File: config.mk
export PLATFORM = sky130hd
export DESIGN_NAME = tdm_demux_1to2
export DESIGN_NICKNAME = d
export VERILOG_FILES = /design/src/rtl/tdm_demux_1to2.sv
export SDC_FILE = /design/constraint.sdc
export NUM_CORES = 1
export LEC_CHECK = 0
export CORE_ASPECT_RATIO = 0.8
export CORE_MARGIN = 2
export CORE_UTILIZATION = 50
export CTS_BUF_LIST = sky130_fd_sc_hd__clkbuf_8 sky130_fd_sc_hd__clkbuf_16
export DETAILED_ROUTE_END_ITERATION = 10
export HOLD_SLACK_MARGIN = 0.1
export PLACE_DENSITY = 0.81
export SYNTH_ARGS = -nofsm -noshare
export SYNTH_HDL_FRONTEND = slang
export SYNTH_SLANG_ARGS = --single-unit
File: constraint.sdc
create_clock -name clk -period 3.92 [get_ports clk]
set_clock_uncertainty 0.15 [all_clocks]
set_input_delay 0.588 -clock clk [delete_from_list [all_inputs] [get_ports clk]]
set_output_delay 0.588 -clock clk [all_outputs]
set_load 0.05 [all_outputs]
File: src/rtl/tdm_demux_1to2.sv
// Two-channel demultiplexer: a tagged input stream is steered by in_sel into
// one of two independent DEPTH-entry FIFOs, each drained by its own valid/ready port.
module tdm_demux_1to2 #(
  parameter int WIDTH = 8,
  parameter int DEPTH = 4,
  parameter int CW    = 16
) (
  input  logic                       clk,
  input  logic                       rst_n,
  input  logic [WIDTH-1:0]           in_data,
  input  logic                       in_sel,
  input  logic                       in_valid,
  output logic                       in_ready,
  output logic [WIDTH-1:0]           out0_data,
  output logic                       out0_valid,
  input  logic                       out0_ready,
  output logic [WIDTH-1:0]           out1_data,
  output logic                       out1_valid,
  input  logic                       out1_ready,
  output logic [$clog2(DEPTH):0]     occ0,
  output logic [$clog2(DEPTH):0]     occ1,
  output logic [CW-1:0]              cnt0,
  output logic [CW-1:0]              cnt1
);

  localparam int AW = $clog2(DEPTH);
  localparam int PW = AW + 1;

  logic [PW-1:0]    wr_r  [2];
  logic [PW-1:0]    rd_r  [2];
  logic [WIDTH-1:0] mem_r [2][DEPTH];
  logic [CW-1:0]    cnt_r [2];

  logic [1:0] full_s;
  logic [1:0] empty_s;
  logic [1:0] push_s;
  logic [1:0] pop_s;
  logic [1:0] out_ready_s;

  // Wrap bits differ while the index bits match: writer is a full lap ahead.
  function automatic logic ptr_full(input logic [PW-1:0] wr, input logic [PW-1:0] rd);
    return (wr[PW-1] != rd[PW-1]) && (wr[AW-1:0] == rd[AW-1:0]);
  endfunction

  // Per-channel status flags derived only from registered pointers.
  always_comb begin
    full_s  = 2'b00;
    empty_s = 2'b00;
    for (int k = 0; k < 2; k++) begin
      full_s[k]  = ptr_full(wr_r[k], rd_r[k]);
      empty_s[k] = (wr_r[k] == rd_r[k]);
    end
  end

  assign out_ready_s = {out1_ready, out0_ready};
  assign in_ready    = in_sel ? ~full_s[1] : ~full_s[0];
  assign push_s[0]   = in_valid & in_ready & ~in_sel;
  assign push_s[1]   = in_valid & in_ready & in_sel;
  assign pop_s       = ~empty_s & out_ready_s;

  assign out0_valid = ~empty_s[0];
  assign out1_valid = ~empty_s[1];
  assign out0_data  = mem_r[0][rd_r[0][AW-1:0]];
  assign out1_data  = mem_r[1][rd_r[1][AW-1:0]];
  assign occ0       = wr_r[0] - rd_r[0];
  assign occ1       = wr_r[1] - rd_r[1];
  assign cnt0       = cnt_r[0];
  assign cnt1       = cnt_r[1];

  // FIFO storage, pointers and accept counters; reset clears storage so heads read zero.
  always_ff @(posedge clk or negedge rst_n) begin
    if (!rst_n) begin
      for (int k = 0; k < 2; k++) begin
        wr_r[k]  <= '0;
        rd_r[k]  <= '0;
        cnt_r[k] <= '0;
        for (int i = 0; i < DEPTH; i++) begin
          mem_r[k][i] <= '0;
        end
      end
    end else begin
      for (int k = 0; k < 2; k++) begin
        if (push_s[k]) begin
          mem_r[k][wr_r[k][AW-1:0]] <= in_data;
          wr_r[k]  <= wr_r[k] + PW'(1);
          cnt_r[k] <= cnt_r[k] + CW'(1);
        end else begin
          wr_r[k]  <= wr_r[k];
          cnt_r[k] <= cnt_r[k];
        end
        if (pop_s[k]) begin
          rd_r[k] <= rd_r[k] + PW'(1);
        end else begin
          rd_r[k] <= rd_r[k];
        end
      end
    end
  end

endmodule

; ---- Word level (Yosys, flattened, before mapping)
; Cells that the tools add are included.
[totals]
output_inout_bits = 57
register_bits = 108
wordCells = 65
input_bits = 14
[op_classes]
n_lt_le_gt_ge = 6
reduce_logical = 4
bitwise_logic = 14
mux = 13
add_sub_neg = 8
n_eq_ne = 6
[op_table]
columns = operator, count
row1 = 32-bit bitwise mux, 2
row2 = 8-bit two-way mux, 6
row3 = 16-bit by 1-bit adder with 16-bit output (second input constant), 2
row4 = 8-bit binary-select mux with 2-bit select, 2
row5 = 8-bit demux with 2-bit select, 2
row6 = 3-bit by 1-bit adder with 3-bit output (second input constant), 4
row7 = 3-bit >= comparator (second input constant), 4
row8 = 2-bit NOT with 3-bit output, 4
row9 = 3-bit equality test, 2
row10 = 3-bit by 1-bit < comparator with 1-bit output (second input constant), 2
row11 = 3-bit subtractor, 2
row12 = 1-bit NOT, 5
row13 = 2-bit equality test, 2
row14 = 1-bit logical AND, 4
row15 = 1-bit bitwise AND, 3
row16 = 2-bit bitwise AND, 1
row17 = 1-bit inequality test, 2
row18 = 2-bit NOT, 1
row19 = 1-bit two-way mux, 1

; ---- Longest topological paths before layout
[logic_depth]
ltp_word = 6
depth_mapped = 8
ltp_nobuf = 6

; ---- Least setup slack after synthesis
; OpenSTA, ideal clock, no wires.
[synth_timing]
path_type = register to output
start = register rd_r[1] (netlist name)
end = output port in_ready
arrival_time_ps = 2151
slack_ps = 1031
path_stages_with_launch = 7
t_required_ps = 3182
n_path_buf = 2
path_cell_list = dfrtp_1 > clkbuf_1 > inv_1 > ha_1 > and2_1 > buf_2 > a31oi_1
[synth_via]
elab_chain_cells = 4
[synth_lines]
columns = element, line_no
row1 = start: declaration, 30  ; logic [PW-1:0] rd_r [2];
row2 = start signal: indexed assignment, 92  ; rd_r[k] <= rd_r[k] + PW'(1);
row3 = start signal: indexed assignment, 94  ; rd_r[k] <= rd_r[k];
row4 = 2-bit equality test, 42  ; return (wr[PW-1] != rd[PW-1]) && (wr[AW-1:0] == rd[AW-1:0]);
row5 = 1-bit logical AND, 42
row6 = 1-bit NOT, 56  ; assign in_ready = in_sel ? ~full_s[1] : ~full_s[0];
row7 = 1-bit two-way mux, 56
row8 = end: declaration, 13  ; output logic in_ready,
; No other way between the ends.

; ---- Worst setup path in the final report
; Same ends and word-level chain as after synthesis.

==> out/qor.yml <==
clock_tree:
  numCtsBuffers: 9
  cts_tree: "done"
  postCtsHoldBufs: 0
  numClockSinks: 108
  htreeDepth: 3
  clk_pin_slew_ps: 70
  clockRootBuffer: "clkbuf_16"
  cts_setup_buffers: 0
  cts_resized: 0
  clock_latency_ps: 340
  clock_path_buffers: 2
outcome:
  status: "completed"
sta:
  drv_slew: 0
  period_share_pct: 88.8
  worst_pin_slew_ps: 1060
  holdWs_ps: 264
  rsz0062_at_grt: "no"
  final.setup.tns_ps: 0
  min_period_ps: 3480
  setup_violations: 0
  fmax_ghz: 0.287
  finalHoldViolCount: 0
  slew-limit-headroom_pct: 29.1
final_layout:
  post-route-util_pct: 63.2
  syn_to_final_growth_pct: 22.7
  layout-drive-gt1-share_pct: 25.9
  final_nets: 460
  fill_cells: 778
  layout_common_cells: "dfrtp_1 (108), clkdlybuf4s50_1 (69), mux2_2 (65)"
  layout_commonest_cell: "dfrtp_1"
  diodes: 0
  stdcell_area_um2: 6130
placement:
  io_buffers: 70
  dpl_cell_area_um2: 5870
  gp_congestion: 0.751
  place_hpwl_mm: 6.84
floorplanning:
  num_rows: 32
  die_y_um: 93.4
  initial_utilization_pct: 51.5
  ios: 71
  core_area_um2: 9690
  die_x_um: 116
  die_area_um2: 10800
synthesis:
  yosysWarnings: 0
  syn_inst: 349
  synth_nets: 381
  synth_xor_area_share_pct: 7.87
  yosysSeqAreaShare_pct: 54.1
  synth-compound-area-share_pct: 1.50
  synth_simple_gate_area_share_pct: 7.59
  synth_top_family_by_area: "multiplexers"
  yosysUniqueCellTypes: 32
  syn-cell-area_um2: 4990
  synth-edff-count: 0
  synth_mux_area_share_pct: 22.5
  synthAdderAreaFrac_pct: 4.81
  ys_dominant_reg_cell: "dfrtp_1"
  syn_area_per_cell_um2: 14.3
  ys_seq_elements: 108
  async_reset_ff_share_pct: 100
drt:
  ant_nets: 0
  drt_iter0_markers: 221
  routed_wl_mm: 9.75
  drc: 0
  firstDrtPassIters: 4
  num_vias: 3036
  routedWlPerCell_um: 17.2
  routed_via_density: 5.35
critical_path:
  r2r_start: "rd_r[4]$_DFFE_PN0P_"
  path_class: "reg2out"
  crit_start: "rd_r[1]$_DFFE_PN0P_"
  critPathRequiredTime_ps: 3180
  ff2ff_path_depth: 7
  crit_fanout: 12
  arrival_ps: 2740
  cp-start-kind: "flop"
  crit_path_end_kind: "output pin"
global_routing:
  grt_overflow: 0
  grt.total_usage_pct: 19.5
  grt_pass1_wl_mm: 15.9
  grt_pass1_vias: 3096
  antenna_found_initial: 0
  grt_start_max_net_pins: 85
run:
  maxCapViolations: 0
hold_path:
  min_path_type: "in2async"
[layout make-up]
type	instances	area (µm²)	share of cell area, %
clock buffer	9	225	3.68
multi-input combinational	222	2210	36.1
tap	136	170	2.78
timing repair buffer	75	736	12.0
sequential	108	2700	44.1
clock inverter	6	35.0	0.572
inverter	12	45.0	0.735
[kinds of logic (layout without fill, tap and decap cells)]
| logic type | count (synthesis) | count (layout) |
|---|---|---|
| compound gates | 9 | 9 |
| buf+inv | 19 | 102 |
| fa+ha+maj | 18 | 18 |
| xor+xnor | 44 | 44 |
| flops | 108 | 108 |
| mux | 84 | 84 |
| simple gates | 67 | 67 |
[cell usage after synthesis, types with 4 or more instances]
cell type	number	area (µm²)
nand3_1	17	85.1
mux4_2	16	360
and2_1	4	25.0
dfrtp_1	108	2700
ha_1	16	200
nand2_4	7	78.8
xor2_1	6	52.6
mux2_2	65	732
xnor2_1	37	324
nand4_1	8	50.1
nand2_1	20	75.1
inv_1	12	45.0
[worst paths after layout]
path / endpoint / slack [ps]
min reg2reg: cnt0[15]$_DFFE_PN0P_ / 320
max: in_ready / 440
max in group asynchronous: mem_r[13]$_DFFE_PN0P_ / 2520
min: cnt0[11]$_DFFE_PN0P_ / 260
max reg2reg: mem_r[32]$_DFFE_PN0P_ / 1270
min in group clk: cnt0[15]$_DFFE_PN0P_ / 320
[metal layers]
metal  track usage (%)  routed length, µm  vias to the layer above
li1                  -                  -                     1384
met2              31.2               4670                       79
met1              26.7               4540                     1567
met5                 0                  0                        -
met4              3.67                 57                        0
met3              6.09                485                        6
[worst max-delay path: stages (launching register included)]
cell and delay (ps):
dfrtp_1 680, inv_1 100, ha_1 290, and2_1 250, a31oi_1 240, clkdlybuf4s50_1 840
[state kept, by name (all words and copies together), names as in the netlist]
name,cells
cnt0,16
cnt1,16
mem_r,64
rd_r,6
wr_r,6
[per-stage QoR]
step	worst slack, ps	cells
after global placement	815	553
after detailed placement	776	553
after global routing	281	568
final	437	568
after CTS	400	568
after floorplan	1030	349
Power is not shown: default switching activity piles up to over one toggle a cycle in this logic, so the estimate is an artifact.
